## src/rtl/spm_copy_engine_pkg.sv

```systemverilog
// Shared SPM definitions: port widths, strobe/direction polarities and
// the copy-engine state type.
package spm_copy_engine_pkg;

    localparam int unsigned SPM_ADDR_W = 12;
    localparam int unsigned SPM_DATA_W = 32;

    localparam logic READ     = 1'b1;
    localparam logic WRITE    = 1'b0;
    localparam logic ENABLE_  = 1'b0;
    localparam logic DISABLE_ = 1'b1;

    typedef enum logic [2:0] {
        ST_IDLE = 3'd0,
        ST_RD   = 3'd1,
        ST_CAP  = 3'd2,
        ST_WR   = 3'd3,
        ST_FIN  = 3'd4
    } state_t;

endpackage

```

## src/rtl/spm_copy_engine.sv

```systemverilog
// SPM block-copy engine: reads LEN words starting at SRC and writes them
// to DST through the shared mem-side SPM port, yielding to the pipeline
// whenever hold is high. All outputs are registered.
module spm_copy_engine
    import spm_copy_engine_pkg::*;
#(
    parameter int unsigned ADDR_W = SPM_ADDR_W,
    parameter int unsigned DATA_W = SPM_DATA_W
) (
    input  logic              clk,
    input  logic              rst,
    input  logic              start,
    input  logic [ADDR_W-1:0] src_addr,
    input  logic [ADDR_W-1:0] dst_addr,
    input  logic [ADDR_W:0]   len,
    input  logic              hold,
    output logic              busy,
    output logic              done,
    output logic [ADDR_W-1:0] spm_addr,
    output logic              spm_as_,
    output logic              spm_rw,
    output logic [DATA_W-1:0] spm_wr_data,
    input  logic [DATA_W-1:0] spm_rd_data
);

    localparam logic [ADDR_W:0] LEN_MAX = {1'b1, {ADDR_W{1'b0}}};
    localparam logic [ADDR_W:0] CNT_ONE = {{ADDR_W{1'b0}}, 1'b1};

    state_t            state, state_d;
    logic [ADDR_W-1:0] src_q, src_d;
    logic [ADDR_W-1:0] dst_q, dst_d;
    logic [ADDR_W:0]   len_q, len_d;
    logic [ADDR_W:0]   cnt_q, cnt_d;
    logic [DATA_W-1:0] data_q, data_d;
    logic              busy_d, done_d, as_d, rw_d;
    logic [ADDR_W-1:0] addr_d;
    logic [DATA_W-1:0] wdata_d;
    logic [ADDR_W:0]   len_sat;
    logic [ADDR_W:0]   cnt_inc;

    assign len_sat = (len > LEN_MAX) ? LEN_MAX : len;
    assign cnt_inc = cnt_q + CNT_ONE;

    // State register.
    always_ff @(posedge clk or posedge rst) begin
        if (rst) begin
            state <= ST_IDLE;
        end else begin
            state <= state_d;
        end
    end

    // Next state and next values of every registered output / datapath reg.
    // A len=0 request enters FIN with done still low, so FIN raises done on
    // its own and leaves the cycle after; a normal copy raises done on the
    // transition into FIN, so FIN sees done high and leaves at once.
    always_comb begin
        state_d = state;
        busy_d  = busy;
        done_d  = 1'b0;
        as_d    = DISABLE_;
        rw_d    = spm_rw;
        addr_d  = spm_addr;
        wdata_d = spm_wr_data;
        src_d   = src_q;
        dst_d   = dst_q;
        len_d   = len_q;
        cnt_d   = cnt_q;
        data_d  = data_q;
        case (state)
            ST_IDLE: begin
                if (start) begin
                    busy_d = 1'b1;
                    if (len_sat != '0) begin
                        src_d   = src_addr;
                        dst_d   = dst_addr;
                        len_d   = len_sat;
                        cnt_d   = '0;
                        state_d = ST_RD;
                    end else begin
                        state_d = ST_FIN;
                    end
                end
            end
            ST_RD: begin
                if (!hold) begin
                    as_d    = ENABLE_;
                    rw_d    = READ;
                    addr_d  = src_q + cnt_q[ADDR_W-1:0];
                    state_d = ST_CAP;
                end
            end
            ST_CAP: begin
                data_d  = spm_rd_data;
                state_d = ST_WR;
            end
            ST_WR: begin
                if (!hold) begin
                    as_d    = ENABLE_;
                    rw_d    = WRITE;
                    addr_d  = dst_q + cnt_q[ADDR_W-1:0];
                    wdata_d = data_q;
                    cnt_d   = cnt_inc;
                    if (cnt_inc == len_q) begin
                        done_d  = 1'b1;
                        busy_d  = 1'b0;
                        state_d = ST_FIN;
                    end else begin
                        state_d = ST_RD;
                    end
                end
            end
            ST_FIN: begin
                if (done) begin
                    state_d = ST_IDLE;
                end else begin
                    done_d = 1'b1;
                    busy_d = 1'b0;
                end
            end
            default: state_d = ST_IDLE;
        endcase
    end

    // Output and datapath registers.
    always_ff @(posedge clk or posedge rst) begin
        if (rst) begin
            busy        <= 1'b0;
            done        <= 1'b0;
            spm_as_     <= DISABLE_;
            spm_rw      <= READ;
            spm_addr    <= '0;
            spm_wr_data <= '0;
            src_q       <= '0;
            dst_q       <= '0;
            len_q       <= '0;
            cnt_q       <= '0;
            data_q      <= '0;
        end else begin
            busy        <= busy_d;
            done        <= done_d;
            spm_as_     <= as_d;
            spm_rw      <= rw_d;
            spm_addr    <= addr_d;
            spm_wr_data <= wdata_d;
            src_q       <= src_d;
            dst_q       <= dst_d;
            len_q       <= len_d;
            cnt_q       <= cnt_d;
            data_q      <= data_d;
        end
    end

endmodule
```

## config.mk

```make
export PLATFORM = sky130hd
export DESIGN_NAME = spm_copy_engine
export DESIGN_NICKNAME = d
export VERILOG_FILES = /design/src/rtl/spm_copy_engine_pkg.sv /design/src/rtl/spm_copy_engine.sv
export SDC_FILE = /design/constraint.sdc
export NUM_CORES = 1
export LEC_CHECK = 0
export BUFFER_PORTS_ARGS = -buffer_cell sky130_fd_sc_hd__buf_4
export CORE_UTILIZATION = 40
export CTS_CLUSTER_DIAMETER = 100
export DETAILED_ROUTE_END_ITERATION = 8
export PLACE_DENSITY_LB_ADDON = 0.05
export SLEW_MARGIN = 20
export SYNTH_ARGS = -nofsm -noshare
export SYNTH_HDL_FRONTEND = slang
export SYNTH_SLANG_ARGS = --single-unit
```

## constraint.sdc

```tcl
create_clock -name clk -period 6.75 [get_ports clk]
set_clock_uncertainty 0.15 [all_clocks]
set_input_delay 1.6875 -clock clk [delete_from_list [all_inputs] [get_ports clk]]
set_output_delay 1.6875 -clock clk [all_outputs]
set_load 0.01 [all_outputs]
```

==> impl_metrics.yaml, run 1 <==
timing:
  period_share_pct: 53.5
  final.min_clock_period_ps: 3610
  relSlewSlack_pct: 48.2
  fmax_mhz: 277
  setup_tns_ps: 0
  finalSetupViolations: 0
  hold_ws_ps: 313
  worstMarginPinSlew_ps: 774
  hold_viol_final: 0
  rsz0062_at_grt: "no"
  finalMaxSlewViolations: 0
die:
  core-area_um2: 14800
  die-height_um: 126
  dieArea_um2: 15900
  die_x_um: 126
  start_util_pct: 41.8
  io_pins: 121
  num_rows: 44
drt:
  drc: 0
  ant_nets: 0
  drt_wl_total_mm: 13.7
  dr_total_vias: 4551
  post_drt_wl_per_cell_um: 15.4
  firstDrtPassIters: 4
  viasPerCell: 5.10
  drtIter0Drc: 332
yosys:
  syn-cell-area_um2: 6160
  synth_cells: 580
  syn_area_per_cell_um2: 10.6
  ys_ff_latch: 133
  synth_top_cell_by_area: "dfrtp_1"
  syn_nets: 666
  synth-edff-count: 0
  synth_warnings: 0
  synth_top_area_share_pct: 53.2
  synth_seq_area_share_pct: 54.1
  yosysUniqueCellTypes: 51
  synthTopCellsByArea: "dfrtp_1 53%, mux2_2 12%, nand2_1 8.6%, o21ai_0 3.6%, ha_1 2.4%"
  async_flop_share_pct: 100
  ys.flop_type: "dfrtp_1"
grt:
  grt.total_usage_pct: 18.6
  grt_overflow: 0
  grt_antenna_before_repair: 0
  grt_pass1_vias: 4702
  grt_max_degree: 82
  grt_pass1_wl_mm: 23.1
clock_tree:
  clk_pin_slew_ps: 60
  cts_tree: "yes"
  cts_buffers: 17
  clock_tree.buffer_depth: 2
  worstSkewPairLatency_ps: 420
  clock-sinks: 133
  htree_levels: 4
  hold_buffers: 0
  post_cts_buffers: 0
  cts-root-buf: "clkbuf_16"
  cts-resized-gates: 0
worst_setup_path:
  start_kind: "flip-flop"
  worstSetupPathType: "reg2reg"
  critPathCaptureType: "flip-flop"
  path_max_fanout: 12
  worstPathRequired_ps: 6920
  arrival_ps: 3790
power_and_ir_drop:
  powerDensity_nw_per_um2: 463
  ir_drop_mv: 0.242
  leakagePower_nw: 3.74
placement:
  io_buffer_count: 120
  place.gp.congestion: 0.781
  dpl.hpwl_mm: 9.31
cells_and_area:
  syn2layout_area_growth_pct: 26.6
  final_cell_mix: "141 x nand2_1, 131 x dfrtp_1, 124 x buf_4"
  drive_gt1_share_pct: 33.2
  final_common_cell: "nand2_1"
  n_antenna_cell: 0
  final_core_util_pct: 52.9
  fin_nets: 781
status:
  status: "finished clean"
worst_hold_path:
  hold_path_class: "reg2reg"
flow_run:
  max_cap_viol_count: 0
[power breakdown]
part,switching [W],internal (W)
clock network,0.000361,0.000558
logic,0.000636,0.000674
registers,0.000225,0.00116
total,0.00122,0.00239
[cells in the mapped netlist (2+ instances only)]
cell	n
a31oi_1	2
nor2b_1	4
nand4_1	6
dfstp_2	2
buf_2	11
xnor2_1	17
nor3_1	6
dfrtp_1	131
mux2_1	3
clkbuf_1	14
o21a_1	6
nor2_1	14
xor2_1	11
and2_1	3
o21ai_0	44
a21o_1	2
and4_1	3
mux2i_1	2
nand2_1	141
a211oi_1	3
nand3_1	6
nor4_1	2
o31ai_1	6
o21ai_1	7
mux2_2	65
inv_1	7
ha_1	12
and3_1	2
a21oi_1	11
buf_1	2
nand2b_1	15
[area by class of cell]
cell class	instances	area [um2]
Fill cell	1334	6950
Sequential cell	133	3330
Multi-Input combinational cell	411	2680
Timing Repair Buffer	124	931
Clock buffer	19	443
Tap cell	184	230
Clock inverter	13	146
Inverter	8	35.0
[path summary, 6_finish.rpt]
check                      cells past startpoint        from               to  slack [ps]
setup / recovery                              12    state[1]     spm_addr[10]        3140
hold / removal                                 2  data_q[21]  spm_wr_data[21]         310
setup reg to reg                              12    state[1]     spm_addr[10]        3140
hold reg to reg                                2  data_q[21]  spm_wr_data[21]         310
max in group asynchronous                      3         rst         cnt_q[2]        4040
min in group asynchronous                      2         rst         dst_q[9]        1230
[kinds of logic (layout without fill, tap and decap cells)]
logic type / after synthesis / count (layout) / synth area share, %
and+or+nand+nor: 214 / 214 / 15.9
xor gates and xnor gates: 28 / 28 / 3.98
AOI/OAI and AO/OA: 86 / 86 / 8.04
buffers and inverters: 36 / 164 / 2.48
muxes: 70 / 70 / 12.8
DFF: 133 / 133 / 54.1
adders and majority gates: 13 / 13 / 2.76
[worst max-delay path, stage by stage (launching register included)]
cell and delay, ps:
dfrtp_1 550, nand3b_1 620, mux2_2 510, ha_1 220
inv_1 80, fa_1 190, nor2b_1 50, o21a_1 180
o21ai_1 170, a21oi_1 150, o211a_1 260, o21a_1 170
o31ai_1 210
[metal layers]
| layer | wire length (um) | up-vias | track usage (%) |
|---|---|---|---|
| li1 | - | 2211 | - |
| met1 | 5740 | 2234 | 21.9 |
| met2 | 6970 | 91 | 31.8 |
| met3 | 831 | 15 | 5.99 |
| met4 | 202 | 0 | 6.95 |
| met5 | 0 | - | 0 |
[per-stage QoR]
| step | cells | area (um2) | worst slack (ps) | total power [W] |
|---|---|---|---|---|
| CTS | 892 | 7800 | 2690 | 0.00366 |
| finish | 892 | 7800 | 3140 | 0.00361 |
| detailed placement | 860 | 7210 | 2250 | 0.00273 |
| global placement | 860 | 7210 | 2290 | 0.00268 |
| floorplan | 580 | 6160 | 1360 | 0.00226 |
| global route | 892 | 7800 | 2800 | 0.00387 |
[registers in the layout (all words and copies together) (netlist names)]
signal       cells
busy             1
cnt_q           13
data_q          32
done             1
dst_q           12
len_q           13
spm_addr        12
spm_as_          1
spm_rw           1
spm_wr_data     32
src_q           12
state            3
Power figures use the tool's default switching activity.
==> run 2, diff against run 1 <==
- clock period: 6.75 -> 3.8 ns (I/O delays scaled with it)
==> run 2 against run 1 <==
  * Count of clock-buffer cells in the layout is 2 higher
  * Highest routed layer unchanged
  * Maximum frequency is 9.6% higher
  * Cell area is 0.82% higher
  * Register-to-register slack worse by 2600 ps
  * Clock power is 77% higher
  * Largest power group unchanged
  * Via count is 0.31% higher
  * Routed wire length is 1.8% higher
  * Die area stayed put
  * Worst hold slack worse by 6.0 ps
  * Sequential power is 78% higher
  * Critical path type unchanged
  * Sequential share of layout area is 0.35 points lower
  * Core utilization is 0.43 points higher
==> impl_metrics.yaml, run 2 (same netlist as run 1, synthesis figures left out) <==
clock_tree:
  htree_levels: 4
  post_cts_buffers: 0
  hold_buffers: 0
  cts-resized-gates: 0
  clk_pin_slew_ps: 60
  clock_tree.buffer_depth: 2
  cts_buffers: 17
  cts-root-buf: "clkbuf_16"
  cts_tree: "yes"
  worstSkewPairLatency_ps: 410
  clock-sinks: 133
timing:
  setup_tns_ps: 0
  final.min_clock_period_ps: 3300
  finalMaxSlewViolations: 0
  finalSetupViolations: 0
  relSlewSlack_pct: 47.4
  hold_viol_final: 0
  period_share_pct: 86.8
  worstMarginPinSlew_ps: 789
  fmax_mhz: 303
  rsz0062_at_grt: "no"
  setup_ws_ps: 503
grt:
  grt_max_degree: 134
  grt_pass1_vias: 4791
  grt_antenna_before_repair: 0
  grt.total_usage_pct: 18.7
  grt_overflow: 0
  grt_pass1_wl_mm: 23.2
power_and_ir_drop:
  powerDensity_nw_per_um2: 820
  ir_drop_mv: 0.443
  leakagePower_nw: 3.77
  power_w: 0.00645
worst_setup_path:
  critPathCaptureType: "flip-flop"
  worstSetupPathType: "reg2reg"
  worstPathRequired_ps: 3970
  start_kind: "flip-flop"
  arrival_ps: 3460
  path_max_fanout: 12
placement:
  dp_worst_setup_slack_ps: 567
  dpl.hpwl_mm: 9.48
  place_area_um2: 7270
  place.gp.congestion: 0.754
  io_buffer_count: 120
cells_and_area:
  design_area_um2: 7860
  top_regs: "data_q (32), spm_wr_data (32)"
  final_core_util_pct: 53.3
  final_cell_mix: "141 x nand2_1, 131 x dfrtp_1, 127 x buf_4"
  final_common_cell: "nand2_1"
  n_antenna_cell: 0
  syn2layout_area_growth_pct: 27.6
  drive_gt1_share_pct: 33.4
  fin_nets: 786
die:
  core-area_um2: 14800
  start_util_pct: 41.8
  die_x_um: 126
  num_rows: 44
  dieArea_um2: 15900
  die-height_um: 126
  io_pins: 121
status:
  status: "finished clean"
flow_run:
  max_cap_viol_count: 0
worst_hold_path:
  hold_path_class: "reg2reg"
drt:
  dr_total_vias: 4565
  viasPerCell: 5.09
  ant_nets: 0
  firstDrtPassIters: 6
  post_drt_wl_per_cell_um: 15.6
  drt_wl_total_mm: 14.0
  drc: 0
  drtIter0Drc: 195
run 2: cell count changes in the layout (fill, tap and decap cells not counted):
cell,previous run,this run
clkinvlp_4,2,4
clkbuf_8,1,3
clkinv_4,3,2
inv_6,5,2
or4_2,1,0
buf_4,124,127
or4_1,0,1
clkinv_2,2,1
buf_12,0,2
run 2: area by class of cell:
| type | instances | area [um2] |
|---|---|---|
| fill | 1356 | 6890 |
| multi-input combinational | 411 | 2680 |
| clock inverter | 10 | 123 |
| timing repair buffer | 129 | 993 |
| sequential | 133 | 3330 |
| tap | 184 | 230 |
| inverter | 8 | 33.8 |
| clock buffer | 21 | 470 |
run 2: where the power goes:
| part | leakage (nW) | internal [W] | switching [W] | total (W) |
|---|---|---|---|---|
| registers | 1.64 | 0.00206 | 0.000401 | 0.00246 |
| logic | 1.84 | 0.00122 | 0.00113 | 0.00236 |
| clock network | 0.282 | 0.00102 | 0.000616 | 0.00163 |
run 2: final timing paths:
kind / cells after the start / from / to / slack [ps]
hold / removal: 2 / data_q[11] / spm_wr_data[11] / 310
setup / recovery: 13 / state[2] / spm_addr[10] / 500
setup reg to reg: 13 / state[2] / spm_addr[10] / 500
max in group asynchronous: 3 / rst / src_q[2] / 2310
min in group asynchronous: 3 / rst / len_q[9] / 550
hold reg to reg: 2 / data_q[11] / spm_wr_data[11] / 310
run 2: layer usage:
layer	vias up	GRT usage (%)	wire [um]
met5	-	0	0
met4	0	5.53	101
met3	12	6.67	827
met2	101	31.2	6860
met1	2239	22.8	6200
li1	2213	-	-
run 2: stage by stage:
| stage | instances | hold WS [ps] |
|---|---|---|
| 2_1_floorplan | 580 | 285 |
| 3_3_place_gp | 865 | 292 |
| 3_5_place_dp | 865 | 299 |
| 4_1_cts | 896 | 311 |
| 5_1_grt | 896 | 323 |
| 6_report | 896 | 307 |
run 2: critical path, cell delays in order, from the launching register on:
cell	delay, ps
dfrtp_1	550
nand3b_1	160
buf_4	230
mux2_2	380
ha_1	220
inv_1	80
fa_1	190
nor2b_1	60
o21a_1	180
o21ai_1	180
a21oi_1	150
o211a_1	270
o21a_1	170
o31ai_1	230
